==> config.mk <==
export PLATFORM = sky130hd
export DESIGN_NAME = eq_lock_monitor
export DESIGN_NICKNAME = d
export VERILOG_FILES = /design/src/rtl/eq_lock_monitor.sv
export SDC_FILE = /design/constraint.sdc
export NUM_CORES = 1
export LEC_CHECK = 0
export BUFFER_PORTS_ARGS = -buffer_cell sky130_fd_sc_hd__buf_2
export CAP_MARGIN = 20
export CORE_MARGIN = 2
export CORE_UTILIZATION = 40
export CTS_BUF_LIST = sky130_fd_sc_hd__clkbuf_4 sky130_fd_sc_hd__clkbuf_8
export CTS_CLUSTER_DIAMETER = 200
export DETAILED_ROUTE_END_ITERATION = 16
export PLACE_DENSITY = 0.68
export SYNTH_ARGS = -nofsm -noshare
export SYNTH_HDL_FRONTEND = slang
export SYNTH_SLANG_ARGS = --single-unit
export TNS_END_PERCENT = 10
==> constraint.sdc <==
create_clock -name clk -period 2.8 [get_ports clk]
set_clock_uncertainty 0.1 [all_clocks]
set_input_delay 0.7 -clock clk [delete_from_list [all_inputs] [get_ports clk]]
set_output_delay 0.7 -clock clk [all_outputs]
set_load 0.02 [all_outputs]
==> src/rtl/eq_lock_monitor.sv <==
// Lock/unlock monitor for a 1-bit equality result, with saturating statistics.
// Optional first-mismatch capture ports are enabled by defining EQM_FIRST_MISS_EN.
module eq_lock_monitor #(
    parameter int RUN_LEN  = 4,
    parameter int MISS_LIM = 2,
    parameter int CNT_W    = 8
) (
    input  logic             clk,
    input  logic             rst_n,
    input  logic             clear,
    input  logic             eq_valid,
    input  logic             eq_in,
    output logic             locked,
    output logic             lock_pulse,
    output logic             unlock_pulse,
    output logic [1:0]       state,
    output logic [CNT_W-1:0] match_run,
    output logic [CNT_W-1:0] total_cnt,
    output logic [CNT_W-1:0] mismatch_cnt
`ifdef EQM_FIRST_MISS_EN
    ,
    output logic             first_miss_seen,
    output logic [CNT_W-1:0] first_miss_idx
`endif
);

    typedef enum logic [1:0] {
        SEARCH = 2'b00,
        LOCKED = 2'b01,
        HOLD   = 2'b10
    } state_t;

    localparam logic [CNT_W-1:0] RUN_LEN_C  = CNT_W'(RUN_LEN);
    localparam logic [CNT_W-1:0] MISS_LIM_C = CNT_W'(MISS_LIM);
    localparam logic [CNT_W-1:0] ONE_C      = CNT_W'(1);

    state_t           state_q, state_n;
    logic [CNT_W-1:0] match_run_n, total_n, mismatch_n;
    logic [CNT_W-1:0] miss_q, miss_n;
    logic             locked_n, lock_pulse_n, unlock_pulse_n;

    function automatic logic [CNT_W-1:0] sat_inc(input logic [CNT_W-1:0] v);
        return (&v) ? v : v + ONE_C;
    endfunction

    always_comb begin
        state_n        = state_q;
        match_run_n    = match_run;
        miss_n         = miss_q;
        total_n        = total_cnt;
        mismatch_n     = mismatch_cnt;
        lock_pulse_n   = 1'b0;
        unlock_pulse_n = 1'b0;
        if (eq_valid) begin
            total_n = sat_inc(total_cnt);
            if (!eq_in)
                mismatch_n = sat_inc(mismatch_cnt);
            case (state_q)
                SEARCH: begin
                    if (eq_in) begin
                        match_run_n = sat_inc(match_run);
                        if (match_run_n == RUN_LEN_C) begin
                            state_n      = LOCKED;
                            lock_pulse_n = 1'b1;
                        end
                    end else begin
                        match_run_n = '0;
                    end
                end
                LOCKED: begin
                    if (eq_in) begin
                        match_run_n = sat_inc(match_run);
                    end else begin
                        match_run_n = '0;
                        // A single-miss limit skips HOLD and unlocks immediately.
                        if (MISS_LIM == 1) begin
                            state_n        = SEARCH;
                            unlock_pulse_n = 1'b1;
                            miss_n         = '0;
                        end else begin
                            state_n = HOLD;
                            miss_n  = ONE_C;
                        end
                    end
                end
                HOLD: begin
                    if (eq_in) begin
                        state_n     = LOCKED;
                        miss_n      = '0;
                        match_run_n = ONE_C;
                    end else begin
                        miss_n = sat_inc(miss_q);
                        if (miss_n == MISS_LIM_C) begin
                            state_n        = SEARCH;
                            unlock_pulse_n = 1'b1;
                            miss_n         = '0;
                            match_run_n    = '0;
                        end
                    end
                end
                default: begin
                    state_n     = SEARCH;
                    miss_n      = '0;
                    match_run_n = '0;
                end
            endcase
        end
        locked_n = (state_n == LOCKED) || (state_n == HOLD);
    end

    // Clear behaves exactly like reset and swallows a coincident sample.
    always_ff @(posedge clk) begin
        if (!rst_n || clear) begin
            state_q      <= SEARCH;
            match_run    <= '0;
            miss_q       <= '0;
            total_cnt    <= '0;
            mismatch_cnt <= '0;
            locked       <= 1'b0;
            lock_pulse   <= 1'b0;
            unlock_pulse <= 1'b0;
        end else begin
            state_q      <= state_n;
            match_run    <= match_run_n;
            miss_q       <= miss_n;
            total_cnt    <= total_n;
            mismatch_cnt <= mismatch_n;
            locked       <= locked_n;
            lock_pulse   <= lock_pulse_n;
            unlock_pulse <= unlock_pulse_n;
        end
    end

    assign state = state_q;

`ifdef EQM_FIRST_MISS_EN
    // Index is the pre-increment sample count, i.e. 0-based position of the miss.
    always_ff @(posedge clk) begin
        if (!rst_n || clear) begin
            first_miss_seen <= 1'b0;
            first_miss_idx  <= '0;
        end else if (eq_valid && !eq_in && !first_miss_seen) begin
            first_miss_seen <= 1'b1;
            first_miss_idx  <= total_cnt;
        end
    end
`endif

endmodule
### Yosys cells after proc, flatten, opt, wreduce, memory -nomap -nowiden

Index checks and enable logic that the tools add are counted.

* bits of input ports: 5
* logic and storage cells: 60
* output and inout port bits: 29
* bits in registers: 37

* muxes and demuxes: 19
* equal/unequal tests: 8
* reduce and logical (&&, ||, !) cells: 15
* bitwise operators: 6
* $add $sub $neg: 4

Operator list (count)
* 8-bit 2-to-1 mux: 8
* 8-bit by 1-bit adder with 8-bit output, second input constant: 4
* 8-bit AND reduction: 4
* 8-bit one-hot mux with 3 select lines: 1
* 8-bit one-hot mux with 2 select lines: 1
* 2-bit 2-to-1 mux: 6
* 8-bit by 2-bit equality test with 1-bit output, second input constant: 1
* 8-bit by 3-bit equality test with 1-bit output, second input constant: 1
* 4-bit OR reduction: 2
* 1-bit NOT: 6
* 2-bit one-hot mux with 3 select lines: 1
* 3-bit AND reduction: 2
* 2-bit by 1-bit equality test with 1-bit output, second input constant: 2
* 2-bit equality test, second input constant: 2
* 2-bit AND reduction: 2
* 3-bit != test, second input constant: 1
* 2-bit logical NOT: 1
* 1-bit logical OR: 2
* 1-bit 2-to-1 mux: 2
* 2-bit != test, second input constant: 1
* 2-bit OR reduction: 1
* 1-bit logical NOT: 1

### Longest topological paths before layout

Gate-level depths: netlist (run 1).

* word-level depth: 9
* mapped depth: 10
* gate-level depth less buffers: 9

### Least setup slack after synthesis (run 1)

Ideal clock, no wire load.

* path kind: register -> register
* from: reg match_run[0]
* to: reg locked
* setup time: 0.070 ns
* path buffers: 1
* slack: 0.333 ns
* data required time: 2.630 ns
* clock period less this slack: 2.467 ns
* arrival time: 2.297 ns
* cell stages (with the launch flop): 9
* cell sequence: dfxtp_1 ha_1 buf_4 nand2b_1 mux2_4 o311a_1 a221o_1 or3_1 a21oi_1

* word-level cells in the longest chain between the ends: 9
* elaborated cells between the ends (all ways): 11
* classes of those cells: 1 x add/sub; 3 x eq/ne; 5 x mux; 2 x reduce/logical

RTL lines
* from (decl): line 17 `output logic [CNT_W-1:0] match_run,`
* from (signal assigned): line 124 `match_run <= match_run_n;`
* 8-bit by 1-bit adder with 8-bit output / 8-bit AND reduction (equally long branches): line 43 `return (&v) ? v : v + ONE_C;`
* 8-bit 2-to-1 mux *
* 8-bit by 3-bit equality test with 1-bit output *: line 62 `if (match_run_n == RUN_LEN_C) begin`
* 2-bit 2-to-1 mux *: line 62
* 2-bit 2-to-1 mux *: line 60 `if (eq_in) begin`
* 2-bit one-hot mux with 3 select lines *: line 58 `case (state_q)`
* 2-bit 2-to-1 mux *: line 54 `if (eq_valid) begin`
* 2-bit by 1-bit equality test with 1-bit output / 2-bit equality test (equally long branches): line 108 `locked_n = (state_n == LOCKED) || (state_n == HOLD);`
* 1-bit logical OR *: line 108
* to (signal assigned): line 128 `locked <= locked_n;`
* to (decl): line 13 `output logic locked,`

Every way passes the cells marked *; elsewhere a longest branch is shown, timed or not.
A chain may end at the register's enable or synchronous reset.

### Worst setup path in the final report (run 1)

Same ends and word-level chain as after synthesis.

==> results.json, run 1 <==
{
  "clock_latency_on_the_worst_skew_pair_ns": 0.28,
  "p_leak_nw": 0.976,
  "detail-route-antenna-nets": 0,
  "rsz_0062_raised_after_global_routing": "no",
  "die_x_extent_um": 77.9,
  "post-cts-setup-buffers": 0,
  "routabilityCongestion": 0.823,
  "hold_path_origin": "mismatch_cnt[7]",
  "hold_viol": 0,
  "total_power_mw": 1.02,
  "finalNetCount": 312,
  "met3_wirelength_um": 215,
  "cellPowerDensity_mw_per_mm2": 411,
  "slew_headroom_pct": 69.3,
  "pre_cts_slack_ns": 0.316,
  "area_growth_pct": 13.5,
  "number_of_global_route_vias_before_repair": 1881,
  "synth_area_per_cell_um2": 8.15,
  "power.ir.vdd_worst_v": 0.000233,
  "cts_hold_buffers": 0,
  "cells_on_worst_reg2reg_path": 8,
  "post_synth_instance_area_mm2": 0.00218,
  "clock_tree_from_tritoncts": "built",
  "cts-buffers-inserted": 5,
  "terminus_of_the_critical_flop_to_flop_path": "locked",
  "die_height_um": 77.9,
  "hold-worst-slack_ns": 0.411,
  "worst-slew-pin-transition_ns": 0.461,
  "route.detailed.wl_per_inst_um": 13.3,
  "final_setup_violation_count": 0,
  "timing.hold.worst_endpoint": "mismatch_cnt[7]",
  "grt_pass1_wl_um": 8570,
  "fmax_ghz": 0.396,
  "post_route_worst_setup_slack_ns": 0.272,
  "crit_fanout": 9,
  "synth_cells": 268,
  "n_fill_cell": 545,
  "overflow": 0,
  "final-max-slew-violation-count": 0,
  "track_usage_pct": 17.1,
  "top_layer": "met4",
  "max_cap_viol_count": 0,
  "worst-setup-path-type": "reg -> reg",
  "start_util_pct": 42.0,
  "layout_worst_path_cycle_share_pct": 90.3,
  "timing.critical_path.arrival_ns": 2.65,
  "yosysSeqAreaShare_pct": 33.9,
  "synth_flop_cell": "sky130_fd_sc_hd__dfxtp_1",
  "wl_met1_um": 2270,
  "post_synth_num_cell_types": 56,
  "ioPinCount": 34,
  "maximum_number_of_pins_on_one_net_before_global_route_repair": 23,
  "core_area_mm2": 0.00520,
  "synth_seq_cells": 37,
  "final.min_clock_period_ns": 2.53,
  "yosys_warnings": 0,
  "layout.core_utilization_pct": 47.6,
  "vias_per_cell": 5.48,
  "setup.worst_path.end_class": "flip-flop",
  "ant_cells": 0,
  "cts_resized": 0,
  "router_iterations_before_antenna_repair": 4,
  "clk_buf_depth": 2,
  "place_hpwl_um": 3570,
  "cell_depth_of_the_worst_min_delay_path": 2,
  "antenna_found_initial": 0,
  "postRouteWirelength_um": 4900,
  "mostFrequentLayoutCell": "sky130_fd_sc_hd__dfxtp_1",
  "htree_levels": 2,
  "mostFrequentLayoutCells": "sky130_fd_sc_hd__dfxtp_1 (37), sky130_fd_sc_hd__buf_2 (33), sky130_fd_sc_hd__a21oi_1 (28)",
  "outcome": "finished clean",
  "drt_iter0_markers": 161,
  "vias": 2017,
  "sort_of_element_at_the_start_of_the_critical_path": "flip-flop",
  "root_buffer_cell": "sky130_fd_sc_hd__clkbuf_8",
  "postSynth.asyncResetShare_pct": 0,
  "drc": 0,
  "synth_edf_count": 0,
  "fraction_of_layout_cells_with_a_size_suffix_above_1_pct": 18.5,
  "routed-wl-met2_um": 2400,
  "required_ns": 2.92,
  "tns_ns": 0,
  "number_of_core_rows": 26,
  "cts_num_sinks": 37,
  "hold_class": "reg -> reg",
  "setup.reg_to_reg.worst_slack_ns": 0.27,
  "cts.clk_slew.worst_paths_ns": 0.07,
  "synth.net_count": 282,
  "crit-reg2reg-launch": "match_run[0]",
  "port-buffer-count": 33,
  "design.die.area_mm2": 0.00607
}
## report_power, final
part	internal, mW	switching [mW]	leakage (nW)	total [mW]
clock	0.259	0.185	0.0540	0.444
sequential	0.528	0.00313	0.298	0.531
combinational	0.0145	0.0302	0.624	0.0447
## critical path: stages, from the launching register on
cell and delay (ns):
sky130_fd_sc_hd__dfxtp_1 0.51, sky130_fd_sc_hd__ha_1 0.36, sky130_fd_sc_hd__and2b_1 0.16, sky130_fd_sc_hd__a21oi_1 0.04, sky130_fd_sc_hd__o22a_2 0.22, sky130_fd_sc_hd__o311a_1 0.30, sky130_fd_sc_hd__a221o_1 0.29, sky130_fd_sc_hd__or3_1 0.35
sky130_fd_sc_hd__a21oi_1 0.13
## registers in the layout (all words and copies together) (netlist names)
name and flops:
state 2, mismatch_cnt 8, unlock_pulse 1, lock_pulse 1, total_cnt 8, locked 1, miss_q 8, match_run 8
## synth_stat cells, types with 2 or more instances
| master | count | area (um2) |
|---|---|---|
| sky130_fd_sc_hd__clkbuf_8 | 2 | 27.5 |
| sky130_fd_sc_hd__clkbuf_1 | 3 | 11.3 |
| sky130_fd_sc_hd__or3_1 | 6 | 37.5 |
| sky130_fd_sc_hd__xor2_1 | 9 | 78.8 |
| sky130_fd_sc_hd__nand2b_1 | 3 | 18.8 |
| sky130_fd_sc_hd__a21o_1 | 2 | 15.0 |
| sky130_fd_sc_hd__and4_1 | 2 | 17.5 |
| sky130_fd_sc_hd__nor2b_1 | 3 | 18.8 |
| sky130_fd_sc_hd__nand3_1 | 6 | 30.0 |
| sky130_fd_sc_hd__and3_1 | 4 | 25.0 |
| sky130_fd_sc_hd__a311oi_1 | 2 | 17.5 |
| sky130_fd_sc_hd__ha_1 | 9 | 113 |
| sky130_fd_sc_hd__xnor2_1 | 2 | 17.5 |
| sky130_fd_sc_hd__a41oi_1 | 2 | 17.5 |
| sky130_fd_sc_hd__o21a_1 | 3 | 22.5 |
| sky130_fd_sc_hd__nor2_1 | 26 | 97.6 |
| sky130_fd_sc_hd__dfxtp_1 | 37 | 741 |
| sky130_fd_sc_hd__nor4_1 | 3 | 18.8 |
| sky130_fd_sc_hd__o21ai_0 | 15 | 75.1 |
| sky130_fd_sc_hd__and2_1 | 3 | 18.8 |
| sky130_fd_sc_hd__buf_2 | 5 | 25.0 |
| sky130_fd_sc_hd__a211oi_1 | 4 | 30.0 |
| sky130_fd_sc_hd__nor3_1 | 13 | 65.1 |
| sky130_fd_sc_hd__a21oi_1 | 28 | 140 |
| sky130_fd_sc_hd__clkbuf_2 | 2 | 10.0 |
| sky130_fd_sc_hd__nand2_1 | 25 | 93.8 |
| sky130_fd_sc_hd__mux2i_1 | 3 | 30.0 |
| sky130_fd_sc_hd__inv_1 | 5 | 18.8 |
| sky130_fd_sc_hd__nand4_1 | 10 | 62.6 |
| sky130_fd_sc_hd__a31oi_1 | 5 | 31.3 |
## metal layers
metal	GRT usage (%)	up-vias
met5	0	-
met4	4.21	0
met3	3.14	2
met2	28.8	54
met1	22.5	922
li1	-	1039
## metrics by stage
stage,area (um2),instances
2_1_floorplan,2180,268
3_3_place_gp,2370,361
3_5_place_dp,2370,361
4_1_cts,2480,368
5_1_grt,2480,368
6_report,2480,368
## final cells by class
| class | count | area [um2] | share of cell area [%] |
|---|---|---|---|
| multi-input cells | 211 | 1320 | 53.1 |
| clock inverters | 2 | 35.0 | 1.41 |
| inverters | 6 | 36.3 | 1.46 |
| clock buffers | 5 | 68.8 | 2.78 |
| well taps | 70 | 87.6 | 3.53 |
| repair buffers | 37 | 195 | 7.87 |
| flip-flops and latches | 37 | 741 | 29.9 |
## cells by family after synthesis
logic type	Yosys count	synth area share (%)
AOI/OAI and AO/OA	73	20.7
xor gates and xnor gates	11	4.41
adders and majority gates	9	5.15
buffers and inverters	20	5.90
DFF	37	33.9
muxes	4	2.06
and+or+nand+nor	114	27.8
## worst max path at each step
| stage | from | endpoint | slack, ns | cells after the start |
|---|---|---|---|---|
| 2_1_floorplan | match_run[0] | locked | 0.33 | 8 |
| 3_3_place_gp | match_run[0] | locked | 0.36 | 8 |
| 3_5_place_dp | match_run[0] | locked | 0.32 | 8 |
| 4_1_cts | match_run[0] | locked | 0.29 | 8 |
| 5_1_grt | miss_q[1] | match_run[4] | 0.08 | 8 |
| 6_report | match_run[0] | locked | 0.27 | 8 |
No activity file was read; power rests on OpenSTA's default activity.
==> run 2, diff against run 1 <==
--- a/config.mk
+++ b/config.mk
@@ -7,6 +7,7 @@
 export LEC_CHECK = 0
 export BUFFER_PORTS_ARGS = -buffer_cell sky130_fd_sc_hd__buf_2
 export CAP_MARGIN = 20
+export CORE_ASPECT_RATIO = 1.25
 export CORE_MARGIN = 2
 export CORE_UTILIZATION = 40
 export CTS_BUF_LIST = sky130_fd_sc_hd__clkbuf_4 sky130_fd_sc_hd__clkbuf_8
==> results.json, run 2 (synthesis gave the netlist of run 1 again) <==
{
  "slew_headroom_pct": 68.7,
  "sort_of_element_at_the_start_of_the_critical_path": "flip-flop",
  "router_iterations_before_antenna_repair": 4,
  "number_of_core_rows": 30,
  "setup.reg_to_reg.worst_slack_ns": 0.29,
  "power_switching_share_pct": 22.8,
  "vias_per_cell": 5.66,
  "layout.core_utilization_pct": 46.2,
  "overflow": 0,
  "crit_fanout": 9,
  "detail-route-antenna-nets": 0,
  "drc": 0,
  "clock_latency_on_the_worst_skew_pair_ns": 0.29,
  "setup.worst_path.end_class": "flip-flop",
  "max_cap_viol_count": 0,
  "cts_resized": 0,
  "place_hpwl_um": 3890,
  "crit_path_end": "locked",
  "grt_pass1_wl_um": 8760,
  "die_height_um": 86.6,
  "cts_num_sinks": 37,
  "mostFrequentLayoutCells": "sky130_fd_sc_hd__dfxtp_1 (37), sky130_fd_sc_hd__buf_2 (33), sky130_fd_sc_hd__a21oi_1 (28)",
  "clk_buf_depth": 2,
  "cts.clk_slew.worst_paths_ns": 0.08,
  "route.detailed.wl_per_inst_um": 14.3,
  "postRouteWirelength_um": 5200,
  "intPower_uw": 810,
  "finalNetCount": 312,
  "root_buffer_cell": "sky130_fd_sc_hd__clkbuf_8",
  "number_of_global_route_vias_before_repair": 1912,
  "power.ir.vdd_worst_v": 0.000252,
  "timing.critical_path.arrival_ns": 2.63,
  "final-max-slew-violation-count": 0,
  "htree_levels": 2,
  "maximum_number_of_pins_on_one_net_before_global_route_repair": 20,
  "post-cts-setup-buffers": 0,
  "cts_hold_buffers": 0,
  "area_growth_pct": 13.6,
  "terminus_of_the_critical_flop_to_flop_path": "locked",
  "routabilityCongestion": 0.905,
  "clock_power_share_pct": 44.9,
  "cts-buffers-inserted": 5,
  "start_util_pct": 40.7,
  "worst-setup-path-type": "reg -> reg",
  "cp-startpoint": "match_run[0]",
  "drt_iter0_markers": 171,
  "hold_viol": 0,
  "fraction_of_layout_cells_with_a_size_suffix_above_1_pct": 18.7,
  "cells_on_worst_reg2reg_path": 8,
  "ioPinCount": 34,
  "die_x_extent_um": 70.1,
  "final.min_clock_period_ns": 2.51,
  "mostFrequentLayoutCell": "sky130_fd_sc_hd__dfxtp_1",
  "power_switching_uw": 239,
  "final_setup_violation_count": 0,
  "fmax_ghz": 0.399,
  "post-route-cell-area_mm2": 0.00248,
  "hold_class": "reg -> reg",
  "port-buffer-count": 33,
  "cellPowerDensity_mw_per_mm2": 422,
  "seq_power_share_pct": 50.6,
  "outcome": "finished clean",
  "tns_ns": 0,
  "p_comb_share_pct": 4.4,
  "design.die.area_mm2": 0.00607,
  "track_usage_pct": 17.9,
  "p_leak_nw": 0.976,
  "required_ns": 2.92,
  "rsz_0062_raised_after_global_routing": "no",
  "ant_cells": 0,
  "n_fill_cell": 550,
  "postPlaceCellArea_mm2": 0.00237,
  "crit-reg2reg-launch": "match_run[0]",
  "core_area_mm2": 0.00537,
  "antenna_found_initial": 0,
  "vias": 2055,
  "layout_worst_path_cycle_share_pct": 89.5,
  "worst-slew-pin-transition_ns": 0.467,
  "clock_tree_from_tritoncts": "built"
}
run 2: power by group through the flow:
stage | logic [mW] | registers, mW | clock network [mW]
after CTS | 0.0463 | 0.531 | 0.482
after detailed placement | 0.0461 | 0.543 | 0
after global routing | 0.0517 | 0.532 | 0.495
after global placement | 0.0460 | 0.543 | 0
after floorplan | 0.0308 | 0.546 | 0
final | 0.0463 | 0.531 | 0.471
run 2: worst max-delay path: stages (launching register included):
cell and delay [ns]:
sky130_fd_sc_hd__dfxtp_1 0.52, sky130_fd_sc_hd__ha_1 0.36, sky130_fd_sc_hd__and2b_1 0.16, sky130_fd_sc_hd__a21oi_1 0.04, sky130_fd_sc_hd__o22a_2 0.21, sky130_fd_sc_hd__o311a_1 0.28
sky130_fd_sc_hd__a221o_1 0.28, sky130_fd_sc_hd__or3_1 0.35, sky130_fd_sc_hd__a21oi_1 0.14
run 2: area by class of cell:
type	instances	area, um2	area share [%]
clock buffers	5	68.8	2.77
clock inverters	3	46.3	1.86
inverters	6	36.3	1.46
multi-input cells	211	1320	53.0
flip-flops and latches	37	741	29.8
well taps	64	80.1	3.23
repair buffers	37	195	7.86
run 2: through the flow:
step | instances | hold slack (ns) | setup WS (ns) | total power, mW
finish | 363 | 0.412 | 0.295 | 1.05
global route | 363 | 0.451 | 0.101 | 1.08
CTS | 363 | 0.419 | 0.295 | 1.06
detailed placement | 355 | 0.399 | 0.315 | 0.590
global placement | 355 | 0.393 | 0.334 | 0.589
floorplan | 268 | 0.384 | 0.333 | 0.577
run 2: worst min-delay path by stage:
stage                     depth (start not counted)       startpoint  slack [ns]              end
after floorplan                                   2        miss_q[0]        0.38        miss_q[0]
after global placement                            2     total_cnt[7]        0.39     total_cnt[7]
after detailed placement                          2     total_cnt[7]        0.40     total_cnt[7]
after CTS                                         2     total_cnt[7]        0.42     total_cnt[7]
after global routing                              2  mismatch_cnt[7]        0.45  mismatch_cnt[7]
final                                             2     total_cnt[7]        0.41     total_cnt[7]
run 2: layer usage:
layer | vias to the layer above | wire [um] | part of all wire (%) | GRT usage [%]
met1 | 953 | 2200 | 42 | 20.4
met3 | 12 | 166 | 3.2 | 3.26
met2 | 47 | 2720 | 52 | 32.3
met4 | 0 | 112 | 2.2 | 8.04
met5 | - | 0 | 0 | 0
li1 | 1043 | - | - | -
==> run 3, diff against run 2 <==
--- a/config.mk
+++ b/config.mk
@@ -8,7 +8,7 @@
 export BUFFER_PORTS_ARGS = -buffer_cell sky130_fd_sc_hd__buf_2
 export CAP_MARGIN = 20
 export CORE_ASPECT_RATIO = 1.25
-export CORE_MARGIN = 2
+export CORE_MARGIN = 5
 export CORE_UTILIZATION = 40
 export CTS_BUF_LIST = sky130_fd_sc_hd__clkbuf_4 sky130_fd_sc_hd__clkbuf_8
 export CTS_CLUSTER_DIAMETER = 200
==> constraint.sdc (replaced) <==
create_clock -name clk -period 2.99 [get_ports clk]
set_clock_uncertainty 0.1 [all_clocks]
set_input_delay 0.7475 -clock clk [delete_from_list [all_inputs] [get_ports clk]]
set_output_delay 0.7475 -clock clk [all_outputs]
set_load 0.02 [all_outputs]
==> results.json, run 3 (synthesis gave the netlist of run 1 again) <==
{
  "hold-worst-slack_ns": 0.416,
  "setup.worst_path.end_class": "flip-flop",
  "router_iterations_before_antenna_repair": 4,
  "hold_path_origin": "total_cnt[7]",
  "clk_buf_depth": 2,
  "vias": 2054,
  "grt_pass1_wl_um": 8360,
  "hold_class": "reg -> reg",
  "clock_tree_from_tritoncts": "built",
  "place_hpwl_um": 3660,
  "cts_resized": 0,
  "gr-usage-met1_pct": 17.0,
  "cts_hold_buffers": 0,
  "slew_headroom_pct": 67.7,
  "final-max-slew-violation-count": 0,
  "drt_iter0_markers": 112,
  "cellPowerDensity_mw_per_mm2": 371,
  "track_usage_pct": 14.1,
  "terminus_of_the_critical_flop_to_flop_path": "locked",
  "worst-slew-pin-transition_ns": 0.481,
  "tns_ns": 0,
  "pre_cts_slack_ns": 0.502,
  "crit-reg2reg-launch": "match_run[0]",
  "max_cap_viol_count": 0,
  "die_x_extent_um": 76.1,
  "outcome": "finished clean",
  "required_ns": 3.11,
  "postRouteWirelength_um": 5000,
  "post-cts-setup-buffers": 0,
  "post_route_worst_setup_slack_ns": 0.470,
  "layout_worst_path_cycle_share_pct": 84.3,
  "cts.clk_slew.worst_paths_ns": 0.07,
  "drc": 0,
  "globalRoute.busiestLayer": "met2",
  "htree_levels": 2,
  "maximum_number_of_pins_on_one_net_before_global_route_repair": 22,
  "sort_of_element_at_the_start_of_the_critical_path": "flip-flop",
  "detail-route-antenna-nets": 0,
  "fraction_of_layout_cells_with_a_size_suffix_above_1_pct": 18.2,
  "number_of_core_rows": 30,
  "core_area_mm2": 0.00537,
  "start_util_pct": 40.7,
  "mostFrequentLayoutCell": "sky130_fd_sc_hd__dfxtp_1",
  "routabilityCongestion": 0.889,
  "final.min_clock_period_ns": 2.52,
  "final_setup_violation_count": 0,
  "rsz_0062_raised_after_global_routing": "no",
  "setup.reg_to_reg.worst_slack_ns": 0.47,
  "fmax_ghz": 0.397,
  "post-route-cell-area_mm2": 0.00245,
  "ant_cells": 0,
  "clock_latency_on_the_worst_skew_pair_ns": 0.29,
  "power.ir.vdd_worst_v": 0.000218,
  "timing.critical_path.arrival_ns": 2.64,
  "postPlaceCellArea_mm2": 0.00235,
  "hold_viol": 0,
  "ioPinCount": 34,
  "p_leak_nw": 0.962,
  "cts-buffers-inserted": 5,
  "mostFrequentLayoutCells": "sky130_fd_sc_hd__dfxtp_1 (37), sky130_fd_sc_hd__buf_2 (33), sky130_fd_sc_hd__a21oi_1 (28)",
  "finalNetCount": 310,
  "multi_input_logic_area_mm2": 0.00132,
  "route.detailed.wl_per_inst_um": 13.8,
  "design.die.area_mm2": 0.00705,
  "cells_on_worst_reg2reg_path": 8,
  "area_growth_pct": 12.1,
  "antenna_found_initial": 0,
  "n_fill_cell": 565,
  "sequential_cell_area_um2": 741,
  "number_of_global_route_vias_before_repair": 1796,
  "globalRouteMet3Util_pct": 2.92,
  "worst-setup-path-type": "reg -> reg",
  "root_buffer_cell": "sky130_fd_sc_hd__clkbuf_8",
  "cts_num_sinks": 37,
  "crit_fanout": 9,
  "grt_util_met2_pct": 23.8,
  "overflow": 0,
  "cell_depth_of_the_worst_min_delay_path": 2,
  "port-buffer-count": 33,
  "total_power_uw": 909,
  "vias_per_cell": 5.69,
  "die_height_um": 92.6,
  "timing.hold.worst_endpoint": "total_cnt[7]"
}
## run 3: area by class of cell
| cell class | count | area share (%) |
|---|---|---|
| Multi-Input combinational cell | 211 | 53.7 |
| Clock inverter | 2 | 0.562 |
| Inverter | 6 | 1.48 |
| Timing Repair Buffer | 35 | 7.36 |
| Sequential cell | 37 | 30.3 |
| Tap cell | 64 | 3.27 |
| Clock buffer | 6 | 3.37 |
## run 3: worst max path at each step
stage,start,endpoint,slack (ns),cells after the start
2_1_floorplan,match_run[0],locked,0.52,8
3_5_place_dp,match_run[0],locked,0.50,8
4_1_cts,match_run[0],locked,0.48,8
5_1_grt,miss_q[2],match_run[4],0.28,7
3_3_place_gp,match_run[0],locked,0.53,8
6_report,match_run[0],locked,0.47,8
## run 3: per-stage QoR
step / util [%] / instances
finish: 45.6 / 361
global route: 45.6 / 361
CTS: 45.6 / 361
detailed placement: 43.8 / 353
global placement: 43.8 / 353
floorplan: - / 268
## run 3: worst max-delay path, stage by stage, from the launching register on
cell and delay, ns:
sky130_fd_sc_hd__dfxtp_1 0.51, sky130_fd_sc_hd__ha_1 0.35, sky130_fd_sc_hd__and2b_1 0.16, sky130_fd_sc_hd__a21oi_1 0.04, sky130_fd_sc_hd__o22a_2 0.22, sky130_fd_sc_hd__o311a_1 0.29
sky130_fd_sc_hd__a221o_1 0.29, sky130_fd_sc_hd__or3_1 0.35, sky130_fd_sc_hd__a21oi_1 0.14
## run 3: report_power, final
| part | internal (mW) | switching [mW] | leakage [nW] |
|---|---|---|---|
| Combinational | 0.0136 | 0.0281 | 0.613 |
| Clock | 0.187 | 0.183 | 0.0512 |
| Sequential | 0.494 | 0.00300 | 0.298 |
## run 3: per-layer routing
metal  vias up  part of all wire, %  wire length [um]
met3         8                  3.4               171
met2        41                   50              2510
met1       969                   44              2220
met4         0                  1.9                95
met5         -                    0                 0
li1       1036                    -                 -
